--- config.mk ---
export PLATFORM = sky130hd
export DESIGN_NAME = coprocessor_controller
export DESIGN_NICKNAME = d
export VERILOG_FILES = /design/src/rtl/coprocessor_pkg.sv /design/src/rtl/matrix_bank.sv /design/src/rtl/coprocessor_controller.sv
export SDC_FILE = /design/constraint.sdc
export NUM_CORES = 1
export LEC_CHECK = 0
export CORE_AREA = 2 2 265 267
export DETAILED_ROUTE_END_ITERATION = 16
export DIE_AREA = 0 0 267 269
export PLACE_DENSITY = 0.73
export SLEW_MARGIN = 20
export SYNTH_ARGS = -nofsm -noshare
export SYNTH_HDL_FRONTEND = slang
export SYNTH_SLANG_ARGS = --single-unit
--- constraint.sdc ---
create_clock -name clock -period 5 [get_ports clock]
set_input_delay 1.25 -clock clock [delete_from_list [all_inputs] [get_ports clock]]
set_output_delay 1.25 -clock clock [all_outputs]
set_load 0.005 [all_outputs]
--- src/rtl/coprocessor_pkg.sv ---
// Shared encodings for the matrix-ALU command sequencer: commands, ALU opcodes,
// FSM states, instruction field positions and matrix geometry.
package coprocessor_pkg;

    localparam int ELEM_W = 8;
    localparam int N_MAX  = 5;
    localparam int N_ELEM = N_MAX * N_MAX;
    localparam int FLAT_W = N_ELEM * ELEM_W;
    localparam int IDX_W  = 5;

    typedef enum logic [2:0] {
        CMD_NOP      = 3'b000,
        CMD_LOAD     = 3'b001,
        CMD_EXEC     = 3'b010,
        CMD_READ     = 3'b011,
        CMD_READ_NUM = 3'b100,
        CMD_CLEAR    = 3'b101,
        CMD_MOVE     = 3'b110,
        CMD_ILLEGAL  = 3'b111
    } cmd_e;

    localparam logic [2:0] OP_NONE      = 3'b000;
    localparam logic [2:0] OP_ADD       = 3'b001;
    localparam logic [2:0] OP_SUB       = 3'b010;
    localparam logic [2:0] OP_MUL       = 3'b011;
    localparam logic [2:0] OP_OPPOSITE  = 3'b100;
    localparam logic [2:0] OP_TRANSPOSE = 3'b101;
    localparam logic [2:0] OP_SCALAR    = 3'b110;
    localparam logic [2:0] OP_DET       = 3'b111;

    localparam logic [1:0] ST_IDLE    = 2'd0;
    localparam logic [1:0] ST_ISSUE   = 2'd1;
    localparam logic [1:0] ST_WAIT    = 2'd2;
    localparam logic [1:0] ST_CAPTURE = 2'd3;

    localparam int CMD_MSB    = 31;
    localparam int CMD_LSB    = 29;
    localparam int BANK_BIT   = 28;
    localparam int ROW_MSB    = 27;
    localparam int ROW_LSB    = 25;
    localparam int COL_MSB    = 24;
    localparam int COL_LSB    = 22;
    localparam int OPC_MSB    = 21;
    localparam int OPC_LSB    = 19;
    localparam int SIZE_MSB   = 18;
    localparam int SIZE_LSB   = 16;
    localparam int SCALAR_MSB = 15;
    localparam int SCALAR_LSB = 8;
    localparam int DATA_MSB   = 7;
    localparam int DATA_LSB   = 0;

    typedef struct packed {
        cmd_e              cmd;
        logic              bank;
        logic [2:0]        row;
        logic [2:0]        col;
        logic [2:0]        opc;
        logic [2:0]        size;
        logic [ELEM_W-1:0] scalar;
        logic [ELEM_W-1:0] data;
    } instr_t;

    function automatic instr_t decode(input logic [31:0] w);
        instr_t f;
        f.cmd    = cmd_e'(w[CMD_MSB:CMD_LSB]);
        f.bank   = w[BANK_BIT];
        f.row    = w[ROW_MSB:ROW_LSB];
        f.col    = w[COL_MSB:COL_LSB];
        f.opc    = w[OPC_MSB:OPC_LSB];
        f.size   = w[SIZE_MSB:SIZE_LSB];
        f.scalar = w[SCALAR_MSB:SCALAR_LSB];
        f.data   = w[DATA_MSB:DATA_LSB];
        return f;
    endfunction

    // Row-major element index; only meaningful when row and col are both < N_MAX.
    function automatic logic [IDX_W-1:0] elem_idx(input logic [2:0] row, input logic [2:0] col);
        return IDX_W'(row) * IDX_W'(N_MAX) + IDX_W'(col);
    endfunction

endpackage

--- src/rtl/matrix_bank.sv ---
// 25 x int8 register file with single-element write, whole-word load,
// synchronous clear and a flat 200-bit read view.
module matrix_bank
    import coprocessor_pkg::*;
(
    input  logic              clk,
    input  logic              rst_n,
    input  logic              clear_i,
    input  logic              load_i,
    input  logic [FLAT_W-1:0] load_data_i,
    input  logic              we_i,
    input  logic [IDX_W-1:0]  idx_i,
    input  logic [ELEM_W-1:0] wdata_i,
    output logic [FLAT_W-1:0] flat_o
);

    logic [ELEM_W-1:0] mem_q [N_ELEM];

    // NOTE: the banks must read as zero straight out of reset, so this array is
    // built from resettable flops rather than an unreset RAM macro.
    always_ff @(posedge clk or negedge rst_n) begin
        if (!rst_n) begin
            for (int i = 0; i < N_ELEM; i++) begin
                // NOTE: sequential state is always assigned with <= so every flop
                // samples the pre-edge values regardless of statement order.
                mem_q[i] <= '0;
            end
        end else if (clear_i) begin
            for (int i = 0; i < N_ELEM; i++) begin
                mem_q[i] <= '0;
            end
        end else if (load_i) begin
            for (int i = 0; i < N_ELEM; i++) begin
                mem_q[i] <= load_data_i[i*ELEM_W +: ELEM_W];
            end
        end else if (we_i && (idx_i < IDX_W'(N_ELEM))) begin
            mem_q[idx_i] <= wdata_i;
        end
    end

    always_comb begin
        for (int i = 0; i < N_ELEM; i++) begin
            flat_o[i*ELEM_W +: ELEM_W] = mem_q[i];
        end
    end

endmodule

--- src/rtl/coprocessor_controller.sv ---
// Command sequencer in front of the matrix ALU. Define CHAIN_RESULT_EN to turn
// command 110 into MOVE (C bank -> A bank); otherwise 110 is illegal.
module coprocessor_controller
    import coprocessor_pkg::*;
#(
    parameter int TIMEOUT_CYCLES = 64
) (
    input  logic              clock,
    input  logic              reset_n,
    input  logic [31:0]       instr,
    input  logic              instr_valid,
    output logic              instr_ready,
    output logic [7:0]        resp_data,
    output logic              resp_valid,
    output logic              exec_done,
    output logic              busy,
    output logic              overflow,
    output logic              error,
    output logic [FLAT_W-1:0] alu_A_flat,
    output logic [FLAT_W-1:0] alu_B_flat,
    output logic [2:0]        alu_opcode,
    output logic [2:0]        alu_matrix_size,
    output logic [7:0]        alu_scalar,
    input  logic [FLAT_W-1:0] alu_C_flat,
    input  logic [7:0]        alu_number,
    input  logic              alu_overflow,
    input  logic              alu_done
);

    localparam int CNT_W = $clog2(TIMEOUT_CYCLES + 1);

    logic [1:0]       state_q,     state_d;
    logic [2:0]       opc_q,       opc_d;
    logic [2:0]       size_q,      size_d;
    logic [7:0]       scalar_q,    scalar_d;
    logic [CNT_W-1:0] cnt_q,       cnt_d;
    logic [7:0]       number_q,    number_d;
    logic             ovf_q,       ovf_d;
    logic             err_q,       err_d;
    logic [7:0]       resp_data_q, resp_data_d;
    logic             resp_valid_q, resp_valid_d;

    logic              clear_all, a_we, b_we, a_load, c_load;
    logic [FLAT_W-1:0] c_flat;
    logic [IDX_W-1:0]  idx;
    logic              coord_ok, exec_ok, accept;
    instr_t            f;

    assign f        = decode(instr);
    assign idx      = elem_idx(f.row, f.col);
    assign coord_ok = (f.row < 3'(N_MAX)) && (f.col < 3'(N_MAX));
    assign exec_ok  = (f.size >= 3'd2) && (f.size <= 3'(N_MAX)) && (f.opc != OP_NONE);
    assign accept   = instr_valid && instr_ready;

    matrix_bank u_bank_a (
        .clk        (clock),
        .rst_n      (reset_n),
        .clear_i    (clear_all),
        .load_i     (a_load),
        .load_data_i(c_flat),
        .we_i       (a_we),
        .idx_i      (idx),
        .wdata_i    (f.data),
        .flat_o     (alu_A_flat)
    );

    matrix_bank u_bank_b (
        .clk        (clock),
        .rst_n      (reset_n),
        .clear_i    (clear_all),
        .load_i     (1'b0),
        .load_data_i('0),
        .we_i       (b_we),
        .idx_i      (idx),
        .wdata_i    (f.data),
        .flat_o     (alu_B_flat)
    );

    matrix_bank u_bank_c (
        .clk        (clock),
        .rst_n      (reset_n),
        .clear_i    (clear_all),
        .load_i     (c_load),
        .load_data_i(alu_C_flat),
        .we_i       (1'b0),
        .idx_i      ('0),
        .wdata_i    ('0),
        .flat_o     (c_flat)
    );

    always_comb begin
        // NOTE: every signal driven here gets a default first, so no path can
        // leave one unassigned and infer a latch.
        state_d      = state_q;
        opc_d        = opc_q;
        size_d       = size_q;
        scalar_d     = scalar_q;
        cnt_d        = cnt_q;
        number_d     = number_q;
        ovf_d        = ovf_q;
        err_d        = err_q;
        resp_data_d  = resp_data_q;
        resp_valid_d = 1'b0;
        clear_all    = 1'b0;
        a_we         = 1'b0;
        b_we         = 1'b0;
        a_load       = 1'b0;
        c_load       = 1'b0;

        case (state_q)
            ST_IDLE: begin
                if (accept) begin
                    case (f.cmd)
                        CMD_NOP: ;
                        CMD_LOAD: begin
                            if (coord_ok) begin
                                a_we = !f.bank;
                                b_we = f.bank;
                            end else begin
                                err_d = 1'b1;
                            end
                        end
                        CMD_EXEC: begin
                            if (exec_ok) begin
                                opc_d    = f.opc;
                                size_d   = f.size;
                                scalar_d = f.scalar;
                                state_d  = ST_ISSUE;
                            end else begin
                                err_d = 1'b1;
                            end
                        end
                        CMD_READ: begin
                            if (coord_ok) begin
                                resp_data_d  = c_flat[int'(idx)*ELEM_W +: ELEM_W];
                                resp_valid_d = 1'b1;
                            end else begin
                                err_d = 1'b1;
                            end
                        end
                        CMD_READ_NUM: begin
                            resp_data_d  = number_q;
                            resp_valid_d = 1'b1;
                        end
                        CMD_CLEAR: begin
                            clear_all = 1'b1;
                            number_d  = '0;
                            ovf_d     = 1'b0;
                            err_d     = 1'b0;
                        end
`ifdef CHAIN_RESULT_EN
                        CMD_MOVE: a_load = 1'b1;
`endif
                        default: err_d = 1'b1;
                    endcase
                end
            end
            // Opcode stays at 000 for this cycle so a done left over from a
            // previous operation drops before the real launch.
            ST_ISSUE: begin
                cnt_d   = CNT_W'(1);
                state_d = ST_WAIT;
            end
            ST_WAIT: begin
                if (alu_done && (cnt_q != CNT_W'(1))) begin
                    state_d = ST_CAPTURE;
                end else if (cnt_q == CNT_W'(TIMEOUT_CYCLES)) begin
                    err_d   = 1'b1;
                    state_d = ST_IDLE;
                end else begin
                    cnt_d = cnt_q + CNT_W'(1);
                end
            end
            ST_CAPTURE: begin
                c_load   = 1'b1;
                number_d = alu_number;
                ovf_d    = alu_overflow;
                state_d  = ST_IDLE;
            end
            default: state_d = ST_IDLE;
        endcase
    end

    always_ff @(posedge clock or negedge reset_n) begin
        if (!reset_n) begin
            state_q      <= ST_IDLE;
            opc_q        <= OP_NONE;
            size_q       <= '0;
            scalar_q     <= '0;
            cnt_q        <= '0;
            number_q     <= '0;
            ovf_q        <= 1'b0;
            err_q        <= 1'b0;
            resp_data_q  <= '0;
            resp_valid_q <= 1'b0;
        end else begin
            state_q      <= state_d;
            opc_q        <= opc_d;
            size_q       <= size_d;
            scalar_q     <= scalar_d;
            cnt_q        <= cnt_d;
            number_q     <= number_d;
            ovf_q        <= ovf_d;
            err_q        <= err_d;
            resp_data_q  <= resp_data_d;
            resp_valid_q <= resp_valid_d;
        end
    end

    assign instr_ready     = (state_q == ST_IDLE);
    assign busy            = (state_q != ST_IDLE);
    assign exec_done       = (state_q == ST_CAPTURE);
    assign alu_opcode      = (state_q == ST_WAIT) ? opc_q : OP_NONE;
    assign alu_matrix_size = size_q;
    assign alu_scalar      = scalar_q;
    assign overflow        = ovf_q;
    assign error           = err_q;
    assign resp_data       = resp_data_q;
    assign resp_valid      = resp_valid_q;

endmodule

# Yosys cells after proc, flatten, opt, wreduce, memory -nomap -nowiden

Cells that the tools add are included.

Flip-flop bits (word level): 642
Output and inout bits: 428
Input bits: 245
Word-level logic and storage cells: 198

Bitwise logic cells: 1
Magnitude comparators: 7
Reductions and logical operators: 28
Equality and inequality tests: 22
Shift-type cells: 1
$mul: 1
Muxes and demuxes: 51
Add/sub/neg operators: 2

Operator list:

| kind                | number |
|---|---|
| $mux 200            | 6 |
| $bwmux 200          | 2 |
| $shiftx 200x9->8    | 1 |
| $demux 8 s5         | 1 |
| $mux 8              | 4 |
| $pmux 8 s2          | 2 |
| $mux 1              | 22 |
| $reduce_bool 2->1   | 8 |
| $mux 7              | 2 |
| $pmux 7 s2          | 1 |
| $reduce_and 4->1    | 3 |
| $mux 2              | 5 |
| $ne 2x2->1 const B  | 5 |
| $ne 3x3->1 const B  | 3 |
| $logic_and 1x1->1   | 8 |
| $ne 2x1->1 const B  | 4 |
| $pmux 2 s4          | 1 |
| $add 7x1->7 const B | 1 |
| $eq 7x7->1 const B  | 1 |
| $ne 7x1->1 const B  | 1 |
| $reduce_and 7->1    | 1 |
| $eq 3x2->1 const B  | 2 |
| $eq 3x3->1 const B  | 2 |
| $ge 6x6->1 const B  | 1 |
| other kinds (20)    | 26 |

# Depth between registers and ports, before layout

Gate-level depths: netlist (run 1).

Depth after elaboration: 10
Depth in mapped cells: 11
Gate-level depth less buffers: 9

# Modules after synthesis

A second synthesis (run 1) with hierarchy kept.

Cell total of the unflattened synthesis: 2691
Area total of the unflattened synthesis: 34633.2 um^2

By module, submodules not included:

| module                 | area an instance (um^2) | times used | sequential area each (um^2) | cells each |
|---|---|---|---|---|
| matrix_bank            | 10233.6                 | 3          | 5004.8                      | 778 |
| coprocessor_controller | 3932.5                  | 1          | 1051.0                      | 357 |

# Worst setup path after synthesis (run 1)

Ideal clock, no wire load.

Path type: input to register
Start: input instr[25]
End: register resp_data_q[0], in the netlist resp_data[0]
Slack: 1.032 ns
Required time: 4.871 ns
Arrival: 3.839 ns
Library setup time: 0.129 ns
Cell stages on the path: 11
Path buffers: 3
Path through: ha_1 ha_1 inv_1 fa_1 buf_2 buf_2 buf_1 mux4_2 mux2_2 o211ai_1 a21oi_1

Word-level cells in the longest chain between the ends: 5
Elaborated cells between the ends (all ways): 9
Classes of those cells: 1 x add/sub; 1 x mul; 1 x order compare; 1 x eq/ne; 1 x shift; 2 x mux; 2 x reduce/logical

RTL lines:

| element              | RTL line                      | source |
|---|---|---|
| from (decl)          | coprocessor_controller.sv:10  | `input logic [31:0] instr,` |
| $mul 3x3->5          | coprocessor_pkg.sv:78         | `return IDX_W'(row) * IDX_W'(N_MAX) + IDX_W'(col);` |
| $add 5x3->5          | coprocessor_pkg.sv:78         |  |
| $shiftx 200x9->8     | coprocessor_controller.sv:135 | `resp_data_d = c_flat[int'(idx)*ELEM_W +: ELEM_W];` |
| $mux 8               | coprocessor_controller.sv:134 | `if (coord_ok) begin` |
| $pmux 8 s2           | coprocessor_controller.sv:113 | `case (f.cmd)` |
| to (signal assigned) | coprocessor_controller.sv:205 | `resp_data_q <= resp_data_d;` |
| to (decl)            | coprocessor_controller.sv:40  | `logic [7:0] resp_data_q, resp_data_d;` |

Several ways; a longest one is shown, not always the timed one. The select of a mux whose other input is x is not followed.
A chain may end at the register's enable or synchronous reset.

# Worst setup path in the final report (run 1)

Start: input instr[25]
End: register u_bank_b.mem_q, in the netlist u_bank_b.flat_o[74]

Word-level cells in the longest chain between the ends: 10
Elaborated cells between the ends (all ways): 20
Classes of those cells: 1 x add/sub; 1 x mul; 4 x order compare; 9 x mux; 1 x bitwise; 4 x reduce/logical

RTL lines:

| element                                                               | RTL line              | source |
|---|---|---|
| $mul 3x3->5                                                           | coprocessor_pkg.sv:78 |  |
| $add 5x3->5                                                           | coprocessor_pkg.sv:78 |  |
| $not 5->6 (not written as such)                                       | matrix_bank.sv:37     | `mem_q[idx_i] <= wdata_i;` |
| $ge 6x6->1 (not written as such) / $lt 6x1->1 (equally long branches) | matrix_bank.sv:37     |  |
| $logic_and 1x1->1 (not written as such)                               | matrix_bank.sv:37     |  |
| $mux 8 (not written as such)                                          | matrix_bank.sv:37     |  |
| $demux 8 s5                                                           | matrix_bank.sv:37     |  |
| $bwmux 200                                                            | matrix_bank.sv:37     |  |
| $mux 200                                                              | matrix_bank.sv:36     | `end else if (we_i && (idx_i < IDX_W'(N_ELEM))) begin` |
| $mux 200                                                              | matrix_bank.sv:28     | `end else if (clear_i) begin` |
| to (signal, indexed assignment)                                       | matrix_bank.sv:34     | `mem_q[i] <= load_data_i[i*ELEM_W +: ELEM_W];` |
| to (signal, indexed assignment)                                       | matrix_bank.sv:37     |  |
| to (decl)                                                             | matrix_bank.sv:17     | `logic [ELEM_W-1:0] mem_q [N_ELEM];` |

Several ways; a longest one is shown, not always the timed one. The select of a mux whose other input is x is not followed.

==> results of run 1 <==
==> kinds of logic (layout without fill, tap and decap cells) <==
| family | Yosys count | after routing | synth area share (%) |
|---|---|---|---|
| xor+xnor | 5 | 5 | 0.181 |
| compound gates | 473 | 473 | 10.4 |
| mux | 346 | 346 | 14.2 |
| buf+inv | 238 | 919 | 3.53 |
| fa+ha+maj | 12 | 12 | 0.555 |
| simple gates | 958 | 958 | 14.5 |
| other cells | 0 | 3 | 0 |
| flops | 642 | 642 | 56.6 |
==> sequential cells by signal, summed over array words and instances, names as in the netlist <==
name,flops
resp_valid,1
state_q,2
opc_q,3
alu_scalar,8
resp_data,8
u_bank_a.flat_o,200
u_bank_c.flat_o,200
error,1
alu_matrix_size,3
number_q,8
cnt_q,7
overflow,1
u_bank_b.flat_o,200
==> stage by stage <==
| step | hold WS (ns) | cell area (sq um) | utilization, % | setup WS (ns) |
|---|---|---|---|---|
| 2_1_floorplan | 0.471 | 28400 | - | 1.03 |
| 3_3_place_gp | 0.477 | 36400 | 52.5 | 0.157 |
| 3_5_place_dp | 0.489 | 36400 | 52.5 | 0.122 |
| 4_1_cts | 0.503 | 38800 | 55.9 | 0.751 |
| 5_1_grt | 0.522 | 38800 | 55.9 | 0.588 |
| 6_report | 0.496 | 38800 | 55.9 | 0.715 |
==> cell usage after synthesis (3+ instances only) <==
cell       instances  area (sq um)
inv_1              9          33.8
and2_1            10          62.6
o21ai_0          134           671
o2111ai_1         14           123
nor2_1           135           507
o21ai_1           25           125
buf_6              4          45.0
buf_2             36           180
o2111ai_4         11           289
dfrtp_1          642         16100
mux4_2            44           991
nand2_1          574          2150
a2bb2oi_1          7          61.3
buf_4              9          67.6
nor2b_1            7          43.8
nand2b_1          14          87.6
clkbuf_1         161           604
nand4_1            3          18.8
and4_1             3          26.3
nand3_1          163           816
mux2_2            22           248
nor3_1             3          15.0
nand3_2           15           150
ha_1              11           138
o31a_1             9          78.8
a22oi_1            4          30.0
and3_1             8          50.1
nor4b_1            6          52.6
a2111oi_0          6          52.6
buf_1             17          63.8
o211ai_1           8          60.1
o2111ai_2          8           120
mux2i_1          280          2800
a21oi_1          228          1140
==> critical path: cells and delay by family <==
kind / cells / cell delay (ns)
adders and majority gates: 3 / 0.94
buffers and inverters: 4 / 1.25
AOI/OAI and AO/OA: 3 / 0.49
and+or+nand+nor: 2 / 0.78
==> metal layers <==
metal	vias to the layer above	routed length, um
met3	212	6620
met4	6	4400
met1	11400	39900
li1	10500	-
met5	-	34
met2	964	46000
==> area by class of cell <==
class | instances | area [sq um]
diodes | 3 | 7.51
clock buffers | 100 | 2000
clock inverters | 29 | 350
fillers | 5872 | 30500
inverters | 11 | 46.3
multi-input cells | 1794 | 11400
flip-flops and latches | 642 | 16100
well taps | 940 | 1180
repair buffers | 779 | 7710
==> power by group through the flow <==
stage | clock network (W) | logic, W | registers (W)
floorplan | 0 | 0.00219 | 0.00649
global placement | 0 | 0.00345 | 0.00672
detailed placement | 0 | 0.00352 | 0.00674
CTS | 0.00540 | 0.00354 | 0.00666
global route | 0.00561 | 0.00386 | 0.00676
finish | 0.00530 | 0.00351 | 0.00667
==> final timing paths <==
path,endpoint,startpoint,slack [ns],cells past startpoint
max,u_bank_b.flat_o[74]$_DFFE_PN0P_,instr[25],0.71,12
min,u_bank_b.flat_o[14]$_DFFE_PN0P_,u_bank_b.flat_o[14]$_DFFE_PN0P_,0.50,2
max reg2reg,u_bank_c.flat_o[64]$_DFFE_PN0P_,state_q[1]$_DFFE_PN0P_,1.71,5
min reg2reg,u_bank_b.flat_o[14]$_DFFE_PN0P_,u_bank_b.flat_o[14]$_DFFE_PN0P_,0.50,2
max in group asynchronous,u_bank_b.flat_o[126]$_DFFE_PN0P_,reset_n,3.17,3
min in group asynchronous,u_bank_b.flat_o[11]$_DFFE_PN0P_,reset_n,0.64,1
==> out/metrics.csv, run 1 <==
stage;metric;value;unit
outcome;status;finished, final reports clean;
global_routing;gr-usage-met1;35.5;%
drt;drtAntennaViolNets;0;
drt;drtPass1Iterations;7;
cts;clock_path_buffers;3;
global_routing;first_global_vias;22500;
die;placeableCoreArea;69300;sq um
global_routing;grt_remaining_overflow;0;
cts;clk_latency;0.62;ns
setup_path;crit_type;in2reg;
placement;place.gp.congestion;0.856;
global_routing;gr-usage-met2;41.9;%
cts;clock-sinks;642;
die;start_util;41.0;%
global_routing;grt_pass1_wl;144;mm
cts;postCtsSetupBuffers;0;
power;swShare;30.3;%
logic_synthesis;ys.flop_type;dfrtp_1;
setup_path;cp_slowest_cell;and4_1;
cts;clockRootBuffer;clkbuf_16;
power;pwr-share-comb;22.7;%
finish;finalNonFillerCells;4298;
timing;fin_crit;4.29;ns
cts;cts_resized;0;
timing;setup_tns;0;ns
logic_synthesis;synth_cells;2674;
power;powerDensity;400;nW/um^2
setup_path;cp-end-kind;flop;
drt;drcViolationCount;0;
cts;clkTransAtPathRegs;0.06;ns
logic_synthesis;yosysUniqueCellTypes;69;
global_routing;grt_max_degree;101;
logic_synthesis;yosysWarningCount;0;
setup_path;crit_fanout;16;
power;switching_power;0.00469;W
die;dieWidth;267;um
setup_path;crit_chain;clkdlybuf4s50_1 > ha_1 > ha_1 > ha_1 > a21oi_1 > buf_4 > and4_1 > buf_4 > o2111ai_1 > buf_4 > nand3_1 > o21ai_0;
drt;num_vias;23100;
drt;wl;97.0;mm
placement;dp_hpwl;68.7;mm
logic_synthesis;ys_seq_area_share;56.6;%
timing;fmax;233;MHz
cts;cts-hold-fix-buffers;0;
setup_path;startpoint_type;primary input;
timing;setup_violations;0;
placement;place_inst;4166;
drt;via_per_inst;5.37;
global_routing;track_usage;26.5;%
die;rows;97;
cts;cts_max_level;3;
global_routing;busiest_layer;met2;
die;ioPinCount;673;
timing;min_period_over_period;85.7;%
timing;tightestPinTransition;1.00;ns
cts;tritoncts;yes;
global_routing;grt_antenna_before_repair;5;
finish;layout_commonest_cell;clkdlybuf4s50_1;
timing;hold_violations;0;
power;p_leak;18.3;nW
setup_path;crit_required;5.44;ns
finish;final_cell_mix;clkdlybuf4s50_1, dfrtp_1, nand2_1;
finish;syn2layout_area_growth;36.6;%
logic_synthesis;syn_area_per_cell;10.6;sq um
timing;clock_skew;0.0198;ns
logic_synthesis;synthesis.area;28400;sq um
worst_hold_path;hold_class;reg2reg;
die;fp.dieH;269;um
drt;dr.first_iter.drc_count;2137;
finish;drive_gt1_share;10.4;%
finish;final_net_count;3555;
setup_path;critical-path-max-stage-delay;0.67;ns
setup_path;cp.arrival;4.72;ns
flow_run;cap_violations;0;
global_routing;use_met3;5.31;%
cts;numCtsBuffers;70;
power;pwr-share-seq;43.1;%
logic_synthesis;async_flop_share;100;%
power;power;0.0155;W
power;internal-power;0.0108;W
logic_synthesis;synth_edf_count;0;
placement;io_buffers;672;
logic_synthesis;syn-num-nets;2931;
timing;slew_headroom;33.2;%
timing;rsz0062_at_grt;false;
logic_synthesis;ys_seq_elements;642;
power;p_clk_share;34.2;%
power;vdd_drop_max;0.000219;V
timing;drv_slew;0;
drt;wl_per_cell;22.6;um
die;dieArea;71800;sq um
Power figures use the tool's default switching activity.
==> inputs of run 2 (changes only) <==
--- a/config.mk
+++ b/config.mk
@@ -9,6 +9,7 @@
 export DETAILED_ROUTE_END_ITERATION = 16
 export DIE_AREA = 0 0 267 269
 export PLACE_DENSITY = 0.73
+export RECOVER_POWER = 25
 export SLEW_MARGIN = 20
 export SYNTH_ARGS = -nofsm -noshare
 export SYNTH_HDL_FRONTEND = slang
==> run 2 against run 1 <==
  * Final area decreased by 0.15%
  * Hold slack about the same
  * Wire length about the same
  * Register-to-register slack about the same
  * Non-clock buffer count unchanged
  * The flow now finishes with violations (max-capacitance violations, max-slew violations)
  * Count of clock-buffer cells in the layout unchanged
  * Fmax increased by 0.88%
  * Sequential power about the same
  * Via count about the same
  * Die area unchanged
  * Clock skew about the same
  * Utilization decreased by 0.085 points
==> out/metrics.csv, run 2 (synthesis results as in run 1) <==
stage;metric;value;unit
setup_path;r2r_slack;1.71;ns
global_routing;grt_remaining_overflow;0;
placement;io_buffers;672;
placement;dpl_cell_area;36400;sq um
global_routing;gr-usage-met2;41.9;%
cts;clockRootBuffer;clkbuf_16;
setup_path;crit_type;in2reg;
power;p_leak;18.2;nW
setup_path;critical-path-max-stage-delay;0.66;ns
placement;dp_hpwl;68.7;mm
timing;min_period_over_period;85.0;%
cts;clk_latency;0.62;ns
setup_path;rr_startpoint;state_q[1]$_DFFE_PN0P_;
die;ioPinCount;673;
cts;cts-hold-fix-buffers;0;
outcome;status;complete, but fails checks;
drt;wl;97.0;mm
cts;clock_path_buffers;3;
timing;slew_headroom;-50.5;%
finish;final_net_count;3555;
cts;clock-sinks;642;
setup_path;cp_top_family;buffers and inverters;
finish;seqCellArea;16100;sq um
setup_path;cp-end-kind;flop;
drt;drcViolationCount;0;
drt;dr.first_iter.drc_count;2138;
global_routing;busiest_layer;met2;
placement;place.gp.congestion;0.856;
setup_path;cp_slowest_cell;and4_1;
timing;setup_violations;0;
cts;postCtsSetupBuffers;0;
timing;drv_slew;164;
finish;drive_gt1_share;10.3;%
finish;finalNonFillerCells;4298;
drt;drtAntennaViolNets;0;
finish;design_area;38700;sq um
setup_path;crit_required;5.44;ns
global_routing;gr-usage-met1;35.5;%
worst_hold_path;hold_path_end;u_bank_b.flat_o[14]$_DFFE_PN0P_;
cts;cts_resized;0;
placement;place_inst;4166;
setup_path;cp.arrival;4.69;ns
setup_path;startpoint_type;primary input;
global_routing;grt_pass1_wl;144;mm
finish;fillers;5884;
die;dieWidth;267;um
die;start_util;41.0;%
worst_hold_path;hold_depth;2;
drt;num_vias;23100;
drt;via_per_inst;5.37;
timing;hold_violations;0;
timing;fin_crit;4.25;ns
setup_path;crit_chain;clkdlybuf4s50_1 > ha_1 > ha_1 > ha_1 > a21oi_1 > buf_4 > and4_1 > buf_4 > o2111ai_1 > buf_4 > nand3_1 > o21ai_0;
cts;numCtsBuffers;70;
finish;layout_commonest_cell;clkdlybuf4s50_1;
setup_path;crit_fanout;16;
global_routing;grt_antenna_before_repair;5;
die;fp.dieH;269;um
die;placeableCoreArea;69300;sq um
cts;cts_max_level;3;
outcome;violations;max-capacitance violations, max-slew violations;
cts;tritoncts;yes;
die;rows;97;
setup_path;r2r_cells;5;
timing;rsz0062_at_grt;false;
die;dieArea;71800;sq um
finish;fin_util;55.8;%
timing;fmax;235;MHz
timing;tightestPinTransition;2.26;ns
global_routing;grt_max_degree;101;
flow_run;cap_violations;3;
drt;drtPass1Iterations;6;
timing;clock_skew;0.0199;ns
finish;final_cell_mix;clkdlybuf4s50_1, dfrtp_1, nand2_1;
cts;clkTransAtPathRegs;0.06;ns
worst_hold_path;hold_class;reg2reg;
setup_path;path_depth;12;
worst_hold_path;min-delay-start;u_bank_b.flat_o[14]$_DFFE_PN0P_;
power;vdd_drop_max;0.000219;V
setup_path;r2r-end;u_bank_c.flat_o[64]$_DFFE_PN0P_;
global_routing;first_global_vias;22500;
finish;multiInputGateArea;11400;sq um
power;powerDensity;400;nW/um^2
global_routing;track_usage;26.5;%
global_routing;use_met3;5.31;%
finish;syn2layout_area_growth;36.4;%
drt;wl_per_cell;22.6;um
timing;setup_tns;0;ns
setup_path;path_buf_inv;4;
==> run 2: worst max path at each step <==
| stage | end | start |
|---|---|---|
| after floorplan | resp_data[0]$_DFFE_PN0P_ | instr[25] |
| after global placement | resp_data[3]$_DFFE_PN0P_ | instr[27] |
| after detailed placement | resp_data[2]$_DFFE_PN0P_ | instr[27] |
| after CTS | u_bank_b.flat_o[74]$_DFFE_PN0P_ | instr[27] |
| after global routing | u_bank_b.flat_o[164]$_DFFE_PN0P_ | reset_n |
| final | u_bank_b.flat_o[74]$_DFFE_PN0P_ | instr[25] |
==> run 2: area by class of cell <==
| type | instances | share of cell area, % |
|---|---|---|
| clock inverters | 29 | 0.905 |
| clock buffers | 100 | 5.16 |
| flip-flops and latches | 642 | 41.5 |
| multi-input cells | 1794 | 29.5 |
| inverters | 11 | 0.120 |
| well taps | 940 | 3.04 |
| diodes | 3 | 0.0194 |
| repair buffers | 779 | 19.8 |
==> run 2: worst min-delay path: stages, from the launching register on <==
cell,delay [ns]
dfrtp_1,0.34
nand3_1,0.06
o21ai_0,0.06
==> run 2: metal layers <==
layer / vias up / routed length (um)
li1: 10500 / -
met1: 11400 / 39800
met2: 977 / 46000
met3: 215 / 6640
met4: 6 / 4510
met5: - / 29
==> run 2: power breakdown <==
part / internal [W] / total [W] / switching (W)
logic: 0.00163 / 0.00351 / 0.00188
registers: 0.00608 / 0.00667 / 0.000588
clock network: 0.00308 / 0.00530 / 0.00222
==> run 2: through the flow <==
step / hold WS, ns / total power (W) / worst slack [ns]
finish: 0.496 / 0.0155 / 0.752
detailed placement: 0.489 / 0.0103 / 0.122
CTS: 0.503 / 0.0156 / 0.751
floorplan: 0.471 / 0.00868 / 1.03
global route: 0.522 / 0.0162 / 0.570
global placement: 0.477 / 0.0102 / 0.157
==> inputs of run 3 (changes only) <==
==> constraint.sdc (replaced) <==
create_clock -name clock -period 4 [get_ports clock]
set_input_delay 1 -clock clock [delete_from_list [all_inputs] [get_ports clock]]
set_output_delay 1 -clock clock [all_outputs]
set_load 0.005 [all_outputs]
==> run 3 against run 2 <==
  * Die area did not move
  * Critical endpoint is now u_bank_a.flat_o[109]$_DFFE_PN0P_
  * Combinational power grew 32%
  * The flow still finishes with violations (max-capacitance violations, max-slew violations)
  * Wire length decreased by 0.58%
  * Sequential power rose by 24%
  * Critical path depth did not move
  * Final cell count up 1.2%
  * Largest power group unchanged
  * Utilization rose by 1.6 points
  * Via count increased by 0.23%
  * Hold slack worse by 0.0019 ns
  * Non-clock buffer count up 67
==> out/metrics.csv, run 3 (synthesis results as in run 1) <==
stage;metric;value;unit
drt;via_per_inst;5.32;
power;pwr-share-seq;42.9;%
drt;dr.first_iter.drc_count;1897;
cts;clock-sinks;642;
global_routing;grt_max_degree;210;
timing;min_period_over_period;98.2;%
power;switching_power;0.00577;W
timing;slew_headroom;-82.1;%
placement;io_buffers;672;
power;pwr-share-comb;24.0;%
cts;clock_path_buffers;3;
finish;seqCellArea;16100;sq um
setup_path;startpoint_type;primary input;
die;dieArea;71800;sq um
cts;tritoncts;yes;
drt;drtAntennaViolNets;0;
placement;place.gp.congestion;0.845;
cts;postCtsSetupBuffers;0;
finish;drive_gt1_share;12.1;%
timing;fmax;254;MHz
cts;cts-hold-fix-buffers;0;
power;swShare;29.9;%
finish;design_area;39800;sq um
timing;tightestPinTransition;2.73;ns
timing;drv_slew;85;
drt;drcViolationCount;0;
die;placeableCoreArea;69300;sq um
drt;drtPass1Iterations;5;
timing;setup_violations;0;
power;powerDensity;484;nW/um^2
timing;setup_tns;0;ns
timing;clock_skew;0.0151;ns
finish;layout_commonest_cell;clkdlybuf4s50_1;
timing;rsz0062_at_grt;false;
power;p_leak;18.8;nW
outcome;violations;max-capacitance violations, max-slew violations;
die;dieWidth;267;um
global_routing;grt_pass1_wl;144;mm
global_routing;grt_remaining_overflow;0;
finish;final_net_count;3621;
drt;num_vias;23100;
power;vdd_drop_max;0.000276;V
global_routing;track_usage;26.5;%
global_routing;first_global_vias;23200;
timing;fin_crit;3.93;ns
setup_path;cp-end-kind;flop;
placement;dp_hpwl;67.9;mm
finish;multiInputGateArea;11500;sq um
finish;syn2layout_area_growth;40.3;%
cts;numCtsBuffers;69;
drt;wl_per_cell;22.2;um
setup_path;crit_fanout;14;
die;rows;97;
setup_path;crit_type;in2reg;
flow_run;cap_violations;1;
outcome;status;complete, but fails checks;
timing;hold_ws;0.494;ns
power;internal-power;0.0135;W
cts;cts_max_level;3;
timing;hold_violations;0;
die;ioPinCount;673;
die;fp.dieH;269;um
drt;wl;96.4;mm
finish;final_cell_mix;clkdlybuf4s50_1, dfrtp_1, nand2_1;
timing;setup_slack;0.0705;ns
setup_path;crit_required;4.47;ns
cts;clk_latency;0.61;ns
power;p_clk_share;33.0;%
worst_hold_path;hold_class;reg2reg;
setup_path;cp.arrival;4.40;ns
placement;place_ws;-0.663;ns
finish;fillers;5850;
global_routing;grt_antenna_before_repair;6;
cts;clockRootBuffer;clkbuf_16;
placement;dpl_cell_area;37500;sq um
die;start_util;41.0;%
cts;clkTransAtPathRegs;0.06;ns
run 3: final timing paths:
kind / cells after the start / endpoint / slack (ns) / from
min: 1 / opc_q[0]$_DFFE_PN0P_ / 0.49 / opc_q[0]$_DFFE_PN0P_
max reg2reg: 7 / u_bank_a.flat_o[116]$_DFFE_PN0P_ / 1.38 / state_q[1]$_DFFE_PN0P_
min in group asynchronous: 1 / u_bank_b.flat_o[10]$_DFFE_PN0P_ / 1.21 / reset_n
max: 12 / u_bank_a.flat_o[109]$_DFFE_PN0P_ / 0.07 / instr[27]
min reg2reg: 1 / opc_q[0]$_DFFE_PN0P_ / 0.49 / opc_q[0]$_DFFE_PN0P_
max in group asynchronous: 2 / u_bank_c.flat_o[31]$_DFFE_PN0P_ / 0.77 / reset_n
run 3: routing by layer:
layer	global-route usage [%]	part of all wire (%)	vias up
met4	13.1	4.9	8
met5	0	0.057	-
met2	43.2	48	859
met1	34.5	41	11500
li1	-	-	10600
met3	4.36	5.9	225
run 3: cell type report:
type,instances,area share (%)
Clock buffer,97,4.98
Sequential cell,642,40.4
Multi-Input combinational cell,1794,28.8
Tap cell,940,2.95
Inverter,11,0.116
Timing Repair Buffer,846,22.2
Antenna cell,2,0.0126
Clock inverter,19,0.622
run 3: worst max-delay path, stage by stage:
cell and delay, ns:
clkdlybuf4s50_1 0.54, ha_1 0.26, ha_1 0.30, inv_1 0.09
fa_4 0.74, buf_12 0.22, or3b_2 0.49, nor2_1 0.14
o2111ai_2 0.16, buf_12 0.21, mux2i_1 0.17, nor2_1 0.06
run 3: stage by stage:
stage | instances | util [%] | power [W]
final | 4351 | 57.4 | 0.0193
after global placement | 4233 | 54.2 | 0.0129
after detailed placement | 4233 | 54.2 | 0.0130
after CTS | 4349 | 57.4 | 0.0194
after global routing | 4349 | 57.4 | 0.0202
after floorplan | 2674 | - | 0.0109
run 3: power groups by stage:
stage | combinational, W | sequential, W | clock (W)
2_1_floorplan | 0.00273 | 0.00812 | 0
3_3_place_gp | 0.00452 | 0.00833 | 0
3_5_place_dp | 0.00463 | 0.00837 | 0
4_1_cts | 0.00464 | 0.00827 | 0.00649
5_1_grt | 0.00506 | 0.00840 | 0.00676
6_report | 0.00463 | 0.00827 | 0.00637
run 3: repair_timing:
item	4_1_cts	5_1_grt
setup endpoints to repair	5	55
pin swaps	0	1
cloned	0	0
gates resized for setup	1	15
